==> config.mk <==
export PLATFORM = sky130hd
export DESIGN_NAME = tm1638_responder
export DESIGN_NICKNAME = d
export VERILOG_FILES = /design/src/rtl/tm1638_pkg.sv /design/src/rtl/tm1638_pin_sync.sv /design/src/rtl/tm1638_responder.sv
export SDC_FILE = /design/constraint.sdc
export NUM_CORES = 1
export LEC_CHECK = 0
export ABC_AREA = 1
export CAP_MARGIN = 25
export CORE_MARGIN = 2
export CORE_UTILIZATION = 30
export DETAILED_ROUTE_END_ITERATION = 8
export PLACE_DENSITY = 0.59
export SYNTH_ARGS = -nofsm -noshare
export SYNTH_HDL_FRONTEND = slang
export SYNTH_SLANG_ARGS = --single-unit
export TNS_END_PERCENT = 20
==> constraint.sdc <==
create_clock -name clk -period 3 [get_ports clk]
set_clock_uncertainty 0.1 [all_clocks]
set_input_delay 0.6 -clock clk [delete_from_list [all_inputs] [get_ports clk]]
set_output_delay 0.6 -clock clk [all_outputs]
set_load 0.05 [all_outputs]
==> src/rtl/tm1638_pkg.sv <==
// tm1638_pkg: shared constants, enums and key-byte encoder for the TM1638 responder.
// Build option: define TM1638_RESPONDER_HCW132_KEYS_EN for the 16-key HCW132 key layout.
package tm1638_pkg;

    localparam logic [7:0] C_READ_KEYS  = 8'h42;
    localparam logic [7:0] C_WRITE_DISP = 8'h40;
    localparam logic [7:0] C_SET_ADDR_0 = 8'hC0;
    localparam logic [7:0] C_DISPLAY_ON = 8'h8F;

`ifdef TM1638_RESPONDER_HCW132_KEYS_EN
    localparam int KEY_W = 16;
`else
    localparam int KEY_W = 8;
`endif

    typedef enum logic [1:0] {
        CLS_NONE = 2'b00,
        CLS_DATA = 2'b01,
        CLS_DISP = 2'b10,
        CLS_ADDR = 2'b11
    } cmd_class_t;

    typedef enum logic [2:0] {
        ST_IDLE,
        ST_CMD,
        ST_WDATA,
        ST_RDATA,
        ST_IGNORE
    } state_t;

    // Key-scan byte idx (0..3) as returned to the initiator; idx >= 4 reads as zero.
    function automatic logic [7:0] key_byte(input logic [KEY_W-1:0] k, input logic [2:0] idx);
        logic [7:0] b;
`ifdef TM1638_RESPONDER_HCW132_KEYS_EN
        logic [3:0] m;
        m = {1'b0, idx[1:0], 1'b0};
`else
        logic [2:0] j;
        j = {1'b0, idx[1:0]};
`endif
        b = '0;
        if (!idx[2]) begin
`ifdef TM1638_RESPONDER_HCW132_KEYS_EN
            b[2] = k[m];
            b[6] = k[m + 4'd1];
            b[1] = k[m + 4'd8];
            b[5] = k[m + 4'd9];
`else
            b[0] = k[3'd7 - j];
            b[4] = k[3'd3 - j];
`endif
        end
        return b;
    endfunction

endpackage

==> src/rtl/tm1638_pin_sync.sv <==
// tm1638_pin_sync: 2-FF synchronizers and edge detect for the TM1638 serial pins.
// Ports: clk, rst (async, active low); sio_clk/sio_stb/sio_data_in raw pins;
//        clk_rise/clk_fall/stb_rise/stb_fall single-cycle edge pulses; data synchronized level.
module tm1638_pin_sync (
    input  logic clk,
    input  logic rst,
    input  logic sio_clk,
    input  logic sio_stb,
    input  logic sio_data_in,
    output logic clk_rise,
    output logic clk_fall,
    output logic stb_rise,
    output logic stb_fall,
    output logic data
);

    logic [2:0] clk_sh;
    logic [2:0] stb_sh;
    logic [1:0] dat_sh;

    // stb history resets low so a strobe already held low when reset releases
    // never looks like a fresh falling edge; only a spurious rise can appear, which is harmless.
    always_ff @(posedge clk or negedge rst) begin
        if (!rst) begin
            clk_sh <= 3'b111;
            stb_sh <= 3'b000;
            dat_sh <= 2'b00;
        end else begin
            clk_sh <= {clk_sh[1:0], sio_clk};
            stb_sh <= {stb_sh[1:0], sio_stb};
            dat_sh <= {dat_sh[0], sio_data_in};
        end
    end

    assign clk_rise = clk_sh[1] & ~clk_sh[2];
    assign clk_fall = ~clk_sh[1] & clk_sh[2];
    assign stb_rise = stb_sh[1] & ~stb_sh[2];
    assign stb_fall = ~stb_sh[1] & stb_sh[2];
    assign data     = dat_sh[1];

endmodule

==> src/rtl/tm1638_responder.sv <==
// tm1638_responder: TM1638 chip-side responder - decodes commands, holds display RAM, returns keys.
// Ports: clk, rst (async, active low); sio_clk/sio_stb/sio_data_in from initiator;
//        sio_data_out/sio_data_out_en read-data drive; keys live key levels;
//        ram 16-byte display RAM; display_on/brightness display control; ram_update write pulse.
// Build option: TM1638_RESPONDER_HCW132_KEYS_EN selects 16-bit keys with the HCW132 mapping.
module tm1638_responder
    import tm1638_pkg::*;
#(
    parameter int clk_mhz = 50
) (
    input  logic             clk,
    input  logic             rst,
    input  logic             sio_clk,
    input  logic             sio_stb,
    input  logic             sio_data_in,
    output logic             sio_data_out,
    output logic             sio_data_out_en,
    input  logic [KEY_W-1:0] keys,
    output logic [127:0]     ram,
    output logic             display_on,
    output logic [2:0]       brightness,
    output logic             ram_update
);

    if (clk_mhz < 1) begin : g_clk_check
        $error("clk_mhz must be positive");
    end

    logic clk_rise, clk_fall, stb_rise, stb_fall, data;

    tm1638_pin_sync u_sync (
        .clk        (clk),
        .rst        (rst),
        .sio_clk    (sio_clk),
        .sio_stb    (sio_stb),
        .sio_data_in(sio_data_in),
        .clk_rise   (clk_rise),
        .clk_fall   (clk_fall),
        .stb_rise   (stb_rise),
        .stb_fall   (stb_fall),
        .data       (data)
    );

    state_t           state;
    logic [2:0]       bit_cnt;
    logic [6:0]       rx_sh;
    logic [3:0]       ptr;
    logic             read_mode;
    logic             fixed_mode;
    logic [7:0]       tx_sh;
    logic [2:0]       tx_bit;
    logic [2:0]       tx_idx;
    logic [KEY_W-1:0] key_snap;
    logic [7:0]       nb;
    cmd_class_t       cls;

    // Byte as it stands once the bit currently being sampled is shifted in (LSB first).
    assign nb  = {data, rx_sh};
    assign cls = cmd_class_t'(nb[7:6]);

    always_ff @(posedge clk or negedge rst) begin
        if (!rst) begin
            state           <= ST_IDLE;
            bit_cnt         <= '0;
            rx_sh           <= '0;
            ptr             <= '0;
            read_mode       <= 1'b0;
            fixed_mode      <= 1'b0;
            tx_sh           <= '0;
            tx_bit          <= '0;
            tx_idx          <= '0;
            key_snap        <= '0;
            ram             <= '0;
            display_on      <= 1'b0;
            brightness      <= '0;
            ram_update      <= 1'b0;
            sio_data_out    <= 1'b0;
            sio_data_out_en <= 1'b0;
        end else begin
            ram_update <= 1'b0;
            if (stb_fall) begin
                state   <= ST_CMD;
                bit_cnt <= '0;
                tx_bit  <= '0;
                tx_idx  <= '0;
            end else if (stb_rise) begin
                state           <= ST_IDLE;
                bit_cnt         <= '0;
                sio_data_out    <= 1'b0;
                sio_data_out_en <= 1'b0;
            end else if (state != ST_IDLE) begin
                if (clk_rise) begin
                    rx_sh   <= nb[7:1];
                    bit_cnt <= bit_cnt + 3'd1;
                    if (bit_cnt == 3'd7) begin
                        if (state == ST_CMD) begin
                            state <= ST_IGNORE;
                            if (cls == CLS_DATA) begin
                                read_mode  <= nb[1];
                                fixed_mode <= nb[2];
                                if (nb[1]) begin
                                    state    <= ST_RDATA;
                                    key_snap <= keys;
                                    tx_sh    <= key_byte(keys, 3'd0);
                                    tx_idx   <= 3'd1;
                                    tx_bit   <= '0;
                                end
                            end else if (cls == CLS_ADDR) begin
                                ptr <= nb[3:0];
                                if (!read_mode) state <= ST_WDATA;
                            end else if (cls == CLS_DISP) begin
                                display_on <= nb[3];
                                brightness <= nb[2:0];
                            end
                        end else if (state == ST_WDATA) begin
                            ram[{ptr, 3'b000} +: 8] <= nb;
                            ram_update              <= 1'b1;
                            if (!fixed_mode) ptr <= ptr + 4'd1;
                        end
                    end
                end
                // Each falling edge presents the next read bit; the next key byte loads after bit 7.
                if (clk_fall && state == ST_RDATA) begin
                    sio_data_out_en <= 1'b1;
                    sio_data_out    <= tx_sh[0];
                    tx_bit          <= tx_bit + 3'd1;
                    tx_sh           <= (tx_bit == 3'd7) ? key_byte(key_snap, tx_idx) : {1'b0, tx_sh[7:1]};
                    if (tx_bit == 3'd7) tx_idx <= (tx_idx == 3'd4) ? 3'd4 : tx_idx + 3'd1;
                end
            end
        end
    end

endmodule
# --- Word level (Yosys, flattened, before mapping) ---
# Cells that the tools add are included.
totals:
  elab_cells: 154
  ff_bits: 184
  out_inout_bits: 135
  in_bits: 13
classes:
  n_bitwise: 13
  n_shift: 2
  muxes: 66
  n_eq_ne: 13
  order_cmp: 2
  addsub: 7
  reduce_logical: 32
op_table:
  columns: ["operator", "count"]
  rows:
  - ["128-bit bitwise mux", 1]
  - ["8-bit by 9-bit variable shift with 128-bit output, first input constant", 1]
  - ["8-bit by 9-bit variable part select with 128-bit output", 1]
  - ["3-bit 2-to-1 mux", 34]
  - ["8-bit 2-to-1 mux", 6]
  - ["3-bit nonzero test", 10]
  - ["7-bit AND reduction", 3]
  - ["4-bit 2-to-1 mux", 5]
  - ["9-bit AND reduction", 2]
  - ["2-bit nonzero test", 9]
  - ["1-bit 2-to-1 mux", 17]
  - ["8-bit AND reduction", 2]
  - ["3-bit by 1-bit adder with 3-bit output, second input constant", 3]
  - ["3-bit == test, second input constant", 3]
  - ["7-bit negator with 9-bit output", 1]
  - ["1-bit NOT", 9]
  - ["3-bit by 4-bit less-than comparator with 1-bit output, second input constant", 2]
  - ["4-bit AND reduction", 2]
  - ["7-bit 2-to-1 mux", 1]
  - ["1-bit binary-select mux with 3-bit select", 2]
  - ["3-bit by 2-bit == test with 1-bit output, second input constant", 2]
  - ["2-bit by 1-bit inequality test with 1-bit output, second input constant", 3]
  - ["4-bit by 1-bit adder with 4-bit output, second input constant", 1]
  - ["1-bit AND", 4]
  - ["9 further kinds", 11]

# --- Depth between registers and ports, before layout ---
# Gate-level depths: netlist (run 1).
logic_depth:
  word_depth: 10
  ltp_mapped: 11
  mapped_depth_nobuf: 11

# --- By module ---
# Synthesis (run 1) repeated with hierarchy kept, for this count alone.
unflattened:
  cells_unflattened: 1028
  hier_area_um2: 8518.2
modules_own_cells:
  columns: ["mod", "area_per_inst_um2", "instances", "cells_per_inst"]
  rows:
  - ["tm1638_responder", 8284.2, 1, 1012]
  - ["tm1638_pin_sync", 234.0, 1, 16]

# --- Least setup slack after synthesis (run 1) ---
# Ideal clock, no wire load.
synth_path:
  path_kind: "register to register"
  start: "reg ptr[0]"
  end: "reg ram[0]"
  stages_incl_launch_ff: 11
  slack_ns: 0.890
  required_time_ns: 2.774
  setup_time_ns: 0.126
  arrival_time_ns: 1.883
  period_less_slack_ns: 2.110
  path_cell_list: "dfrtp_1 buf_4 inv_2 ha_1 buf_2 inv_1 buf_4 nand3_1 nor3_4 buf_2 o21ai_0"
synth_via:
  elab_chain_len: 3
  word_cells_on_any_way: 4
  cone_classes: "1 x add/sub; 2 x shift; 1 x mux"
synth_lines:
  columns: ["item", "line", "source"]
  rows:
  - ["start, declared", "tm1638_responder.sv:47", "logic [3:0] ptr;"]
  - ["start signal, assigned", "tm1638_responder.sv:109", "ptr <= nb[3:0];"]
  - ["start signal, assigned", "tm1638_responder.sv:118", "if (!fixed_mode) ptr <= ptr + 4'd1;"]
  - ["7-bit negator with 9-bit output (*)", "tm1638_responder.sv:116", "ram[{ptr, 3'b000} +: 8] <= nb;"]
  - ["8-bit by 9-bit variable part select with 128-bit output / 8-bit by 9-bit variable shift with 128-bit output (equally long branches)", "tm1638_responder.sv:116", null]
  - ["128-bit bitwise mux (*)", "tm1638_responder.sv:116", null]
  - ["end signal, assigned by index", "tm1638_responder.sv:116", null]
  - ["end, declared", "tm1638_responder.sv:19", "output logic [127:0] ram,"]
# Mark *: on every way between the ends. The rest lies on a longest branch, timed or not.
# A chain may end at the register's enable or synchronous reset.

# --- Final worst setup path (run 1) ---
layout_path:
  start: "reg ram[86]"
  end: "out ram[86]"
# No word-level cell between the ends.

==> results of run 1 <==
-- state kept, by name (all words and copies together) (netlist names), 4 cells and up --
| signal | cells |
|---|---|
| ram | 128 |
| rx_sh | 7 |
| ptr | 4 |
| tx_sh | 5 |
| key_snap | 8 |
-- cell usage in the layout, fill, tap and decap left out, drive strengths merged --
master / instances
xnor2: 2
nand3: 81
inv: 78
xor2: 2
nand3b: 2
clkbuf: 18
a21oi: 5
ha: 13
nor2: 82
dfstp: 3
buf: 14
clkdlybuf4s50: 146
or2: 8
dfrtp: 178
nand4: 33
bufinv: 1
nor3: 3
o21ai: 73
clkinvlp: 1
o21a: 1
nand2: 402
clkinv: 7
o22ai: 2
and3: 1
-- area by class of cell --
type,count,area (sq um),share of cell area
inverters,73,274.0,0.02537
well taps,378,473.0,0.04379
clock buffers,18,439.2,0.04066
flip-flops and latches,181,4533,0.4197
repair buffers,160,1583,0.1465
clock inverters,14,156.4,0.01448
multi-input cells,710,3342,0.3094
-- cell families after synthesis --
logic type | Yosys count
xor gates and xnor gates | 4
AOI/OAI and AO/OA | 81
adders and majority gates | 13
and+or+nand+nor | 612
buffers and inverters | 110
DFF | 181
-- through the flow --
stage | cell area [sq um] | power [uW] | setup WS (ns)
2_1_floorplan | 8366 | 2941 | 0.8903
3_3_place_gp | 10200 | 3188 | 0.7565
3_5_place_dp | 10200 | 3194 | 0.7007
4_1_cts | 10800 | 5507 | 0.6156
5_1_grt | 10800 | 5666 | 0.4142
6_report | 10800 | 5430 | 0.6412
-- worst max-delay path by stage --
stage                  from  depth (start not counted)  endpoint
floorplan            ptr[0]                         10    ram[0]
global placement     ptr[1]                          8   ram[35]
detailed placement   ptr[1]                          8   ram[35]
CTS                 ram[86]                          1   ram[86]
global route         ptr[1]                          8   ram[33]
finish              ram[86]                          1   ram[86]
-- power by group through the flow --
| stage | Clock [uW] | Combinational [uW] | Sequential (uW) |
|---|---|---|---|
| after CTS | 2360 | 424 | 2720 |
| after global placement | 0 | 418 | 2770 |
| after floorplan | 0 | 334 | 2610 |
| final | 2290 | 419 | 2720 |
| after detailed placement | 0 | 422 | 2770 |
| after global routing | 2450 | 485 | 2730 |
-- layer usage --
layer  track usage  vias up  share of wire
met3       0.03007       26          0.051
met1        0.2262     3284           0.47
met5             0        -              0
li1              -     3480              -
met2        0.2526      176           0.46
met4       0.04901        0          0.015
==> metrics.md, run 1 <==
| Metric | Value |
|---|---|
| Setup crit end kind | `output port` |
| Post-synth top cells | `nand2_1 (386), dfrtp_1 (178), nand3_1 (77)` |
| Dpl cells | `1,502` |
| Hold_ws | `0.01599 ns` |
| Int Power | `3842 uW` |
| Lkg Pwr | `approximately 0.0053 uW` |
| Post-layout min period | `2.359 ns` |
| Final cell utilization of the core | `0.3909` |
| Area growth syn-to-layout | `29.11%` |
| Clk_lat worst skew | `between 0.4 and 0.5 ns` |
| Avg Inst Size Synth | `approximately 8.4 sq um` |
| Worst-path cell chain | `clkdlybuf4s50_1` |
| Buf/Inv on CP | `1` |
| Starting Density | `0.3028` |
| Power per Cell Area | `a little over 500 nW/um^2` |
| Syn Std Cell Area | `about 8400 sq um` |
| Synth Instances | `between 1,000 and 1,500` |
| Cts bufs inserted | `17` |
| I/O pin cnt | `between 100 and 150` |
| Endpoints failing setup | `0` |
| Final Non-Filler Cells | `1,534` |
| TNS Setup | `0 ns` |
| H-Tree Level Count | `4` |
| Reg2reg start | `ptr[1]` |
| Logic gate share of total power | `0.077` |
| Vias per inst | `4.541` |
| Async set-reset flop share out of synthesis | `1.000` |
| Total gr overflow | `0` |
| Die area | `just under 30,000 sq um` |
| Arrival @ worst endpoint | `1.66 ns` |
| CP Data Required Time | `2.30 ns` |
| DR pass1 iterations | `5` |
| Maximum VDD drop | `0.3741 mV` |
| Site Rows | `61` |
| Complex-gate fraction of the synthesized area | `0.05310` |
| Buffers on Ports | `147` |
| Final nets | `roughly 1,200` |
| Sw Ratio | `0.2924` |
| Layout cells sized above 1 | `0.09429` |
| Gpl congestion | `slightly below 0.9` |
| Synth Register Bits | `between 150 and 200` |
| Floorplan die height | `between 150 and 200 um` |
| Worst Max-Slew Pin Slew | `slightly above 0.7 ns` |
| Routed WL | `approximately 23,000 um` |
| TritonCTS clock tree | `yes` |
| WL per Instance | `about 15 um` |
| Final slew viol count | `0` |
| Fin. Hold Viols | `0` |
| Crit path launch type | `register` |
| Mux cell area share after synthesis | `0` |
| Clock share of power | `0.421` |
| Hold Buf Count CTS | `0` |
| Top-count cell post-synth | `nand2_1` |
| # DRC | `0` |
| Count of cell types in the netlist | `38` |
| CORE AREA | `approximately 28,000 sq um` |
| End of the worst register-to-register path | `ram[32]` |
| DR iter-0 viols | `421` |
| Slowest CP cell | `clkdlybuf4s50_1` |
| Clk buf depth | `2` |
| Cell family with most CP delay | `buffers and inverters` |
| Final cycle utilization of the critical path | `0.7863` |
| Clock Sinks | `~180` |
| Via count | `around 7,000` |
| Gr usage total | `0.1611` |
| Hold Path Class | `in2async` |
| Yosys top cell by area | `dfrtp_1` |
| Max-Cap Viols | `0` |
| Initial antenna violation count | `0` |
| Post-route ant nets | `0` |
| Worst-path clk slew | `about 0.080 ns` |
| Vias in the first global route | `about 6,700` |
| Peak fanout along the critical path | `2` |
| Synth Area in Simple Gates | `0.3210` |
| Synth warn | `0` |
| Cts repair resizes | `0` |
| Filler Cells Inserted | `2,852` |
| Max Fclk | `~420 MHz` |
| Synth Area in Adders | `0.01944` |
| Switching pwr | `between 1500 and 2000 uW` |
| Share of power burned in registers | `0.502` |
| Number of flops mapped to enable cells by yosys | `0` |
| Post-synth top flop | `dfrtp_1` |
| Die width | `around 170 um` |
| Sequential area share after synthesis | `0.5419` |
| Area share of xor/xnor cells in the synthesized design | `0.005983` |
| Inserted Diodes | `0` |
| Post-CTS Setup Inserts | `0` |
| Syn_nets | `1,027` |
| First-pass GRT wire length | `36,470 um` |
| RSZ-0062 raised after global routing | `no` |
| Placed wire-length estimate | `roughly 16,000 um` |
| Largest family of logic cells by synthesized area | `simple AND/OR/NAND/NOR gates` |
| Pin count of the biggest net entering global routing | `58` |
| Status | `complete, no violations` |
| WS Path Type | `reg2out` |
| Clock Tree Root | `clkbuf_16` |
| R2R cell count | `8` |
| Yosys top cell area share | `0.5325` |
| Slew HR | `0.5283` |
| Slowest stage delay, CP | `0.83 ns` |
| Synth area leaders | `dfrtp_1 (53%), nand2_1 (17%), nand3_1 (4.6%), nor2_1 (3.1%), inv_1 (2.6%)` |
| Flop2flop setup slack | `roughly 0.7 ns` |
No activity file was read; power rests on OpenSTA's default activity.
==> run 2: changes to the inputs <==
--- a/config.mk
+++ b/config.mk
@@ -10,7 +10,7 @@
 export CORE_MARGIN = 2
 export CORE_UTILIZATION = 30
 export DETAILED_ROUTE_END_ITERATION = 8
-export PLACE_DENSITY = 0.59
+export PLACE_DENSITY = 0.61
 export SYNTH_ARGS = -nofsm -noshare
 export SYNTH_HDL_FRONTEND = slang
 export SYNTH_SLANG_ARGS = --single-unit
==> constraint.sdc (replaced) <==
create_clock -name clk -period 2.15 [get_ports clk]
set_clock_uncertainty 0.1 [all_clocks]
set_input_delay 0.43 -clock clk [delete_from_list [all_inputs] [get_ports clk]]
set_output_delay 0.43 -clock clk [all_outputs]
set_load 0.05 [all_outputs]
==> run 2 against run 1 <==
- cell count grew 2.0%
- critical path depth unchanged
- sequential power grew 35%
- die area stayed put
- total power up 48%
- flip-flop and latch count did not move
- worst setup slack got worse by 0.61 ns
- via count increased by 1.8%
- register-to-register slack got worse by 0.55 ns
- critical path type unchanged
- cell area up 2.4%
- clock power up 54%
- global-route usage rose by 0.098 points
==> metrics.md, run 2 (synthesized netlist as in run 1, its figures left out) <==
| Metric | Value |
|---|---|
| Lkg Pwr | `0.006421 uW (+22%)` |
| H-Tree Level Count | `4 (unchanged)` |
| Crit path depth | `1 (unchanged)` |
| Hold Crit Depth | `0` |
| Layout cells sized above 1 | `0.1518 (+0.05748)` |
| Clk_lat worst skew | `0.44 ns (about the same)` |
| Maximum VDD drop | `0.4502 mV (+20%)` |
| Area growth syn-to-layout | `32.26%` |
| Status | `complete, no violations` |
| Post-route ant nets | `0 (unchanged)` |
| CP startpoint | `ram[94]` |
| Fin. Hold Viols | `0 (unchanged)` |
| Multi-input logic area | `3390 sq um (+1.4%)` |
| Flop2flop setup slack | `0.14 ns (-0.55 ns)` |
| Commonest non-fill, non-tap cell in the layout | `nand2_1` |
| Most frequent cells in the layout | `nand2_1 (383), dfrtp_1 (178), buf_4 (78)` |
| Max reg flops | `128 (unchanged)` |
| Clock Tree Root | `clkbuf_16` |
| WL per Instance | `14.81 um (-0.55%)` |
| Post-layout min period | `2.114 ns` |
| Reg2reg start | `bit_cnt[0]` |
| Vias in the first global route | `6,740 (+1.1%)` |
| First-pass GRT wire length | `36,420 um (-0.13%)` |
| DR pass1 iterations | `8 (+3)` |
| Gpl congestion | `0.8557 (-1.7%)` |
| Crit path launch type | `register` |
| Worst Max-Slew Pin Slew | `0.5413 ns (-0.1662 ns)` |
| Finished Cell Area | `11,060 sq um (+2.4%)` |
| Slowest stage delay, CP | `0.80 ns (-0.03 ns)` |
| Max Fclk | `473.0 MHz` |
| Placed wire-length estimate | `17,080 um (+4.1%)` |
| End of the worst register-to-register path | `ram[68]` |
| Hold_ws | `0.2576 ns (+0.2416 ns)` |
| Cts bufs inserted | `17 (unchanged)` |
| Worst-path cell chain | `clkdlybuf4s50_1` |
| RSZ-0062 raised after global routing | `no` |
| Largest Register | `ram` |
| Total gr overflow | `0 (unchanged)` |
| Power per Cell Area | `725.3 nW/um^2 (+44%)` |
| # DRC | `0 (unchanged)` |
| Pin count of the biggest net entering global routing | `48 (-17%)` |
| Placed cell area | `10,330 sq um (+1.2%)` |
| R2R cell count | `9 (+1)` |
| Buffers on Ports | `147 (unchanged)` |
| Endpoints failing setup | `0 (unchanged)` |
| Starting Density | `0.3028 (unchanged)` |
| Inserted Diodes | `0 (unchanged)` |
| Initial antenna violation count | `0 (unchanged)` |
| Final cycle utilization of the critical path | `0.9832` |
| Arrival @ worst endpoint | `1.58 ns (-0.08 ns)` |
| DR iter-0 viols | `466 (+11%)` |
| Register area | `4533 sq um (unchanged)` |
| Final cell utilization of the core | `0.4005 (+0.009555)` |
| Hold Path Class | `reg2reg` |
| Setup crit end kind | `output port` |
| I/O pin cnt | `148 (unchanged)` |
| Gr usage total | `0.1621 (+0.0009837)` |
| Floorplan die height | `171.0 um (unchanged)` |
| TritonCTS clock tree | `yes` |
| Worst-path clk slew | `0.07 ns (about the same)` |
| CP Data Required Time | `1.62 ns (-0.68 ns)` |
| Via count | `7,092 (+1.8%)` |
| Final slew viol count | `0 (unchanged)` |
| Total power | `8024 uW (+48%)` |
| Slew HR | `0.6405 (+0.1122)` |
| Clk buf depth | `2 (unchanged)` |
| Die area | `29,240 sq um (unchanged)` |
| Buf/Inv on CP | `1 (unchanged)` |
| Largest regs | `ram (128), key_snap (8), rx_sh (7)` |
| CORE AREA | `27,630 sq um (unchanged)` |
| Die width | `171.0 um (unchanged)` |
| Peak fanout along the critical path | `2 (unchanged)` |
| Slowest CP cell | `clkdlybuf4s50_1` |
| Cell family with most CP delay | `buffers and inverters` |
| Clock Sinks | `181 (unchanged)` |
| Routed WL | `23,170 um (+1.4%)` |
| Filler Cells Inserted | `2,844 (-0.28%)` |
| Vias per inst | `4.535 (-0.14%)` |
| Max-Cap Viols | `0 (unchanged)` |
| Final nets | `1,200 (+2.7%)` |
| TNS Setup | `0 ns (unchanged)` |
| Site Rows | `61 (unchanged)` |
| WS Path Type | `reg2out` |
| Crit path to | `ram[94]` |
==> run 2: cell types whose count changed in the layout (fill, tap and decap cells not counted), sizes merged, moves of 4 or more <==
cell           previous run  this run
inv                      78        72
bufinv                    1         5
clkdlybuf4s50           146        13
dlygate4sd2               0        70
dlymetal6s2s              0        24
buf                      14        83
==> run 2: where the power goes <==
part	internal [uW]	total (uW)	switching, uW
logic	247	831	584
registers	3520	3680	161
clock network	2110	3520	1410
==> run 2: final cells by class <==
class / instances / share of cell area
inverter: 73 / 0.02499
multi-input combinational: 710 / 0.3063
clock inverter: 13 / 0.02013
sequential: 181 / 0.4097
clock buffer: 18 / 0.03969
timing repair buffer: 191 / 0.1564
tap: 378 / 0.04275
==> run 2: timing repair <==
action	4_1_cts	5_1_grt
endpoints found under the setup margin	70	142
buffers inserted	0	4
hold buffers	1	0
endpoints found under the hold margin	41	0
resized for setup	70	36
pin swaps	0	3
==> run 2: layer usage <==
layer  global-route usage  routed length [um]
met1               0.2184               10540
met2               0.2496               10600
met4              0.06448                 529
met3              0.04118                1503
met5                    0                   0
==> run 2: how the worst min path moves through the flow <==
stage	end	slack, ns	from
2_1_floorplan	bit_cnt[0]	0.03	rst
3_3_place_gp	u_sync.dat_sh[1]	0.24	u_sync.dat_sh[0]
3_5_place_dp	u_sync.dat_sh[1]	0.24	u_sync.dat_sh[0]
4_1_cts	u_sync.dat_sh[1]	0.26	u_sync.dat_sh[0]
5_1_grt	u_sync.clk_sh[1]	0.27	u_sync.clk_sh[0]
6_report	u_sync.dat_sh[1]	0.26	u_sync.dat_sh[0]
==> run 2: through the flow <==
stage / instances / setup slack (ns)
2_1_floorplan: 1001 / 0.04027
3_3_place_gp: 1528 / 0.1449
3_5_place_dp: 1528 / 0.06618
4_1_cts: 1560 / 0.0001410
5_1_grt: 1564 / 0.0004728
6_report: 1564 / 0.03603
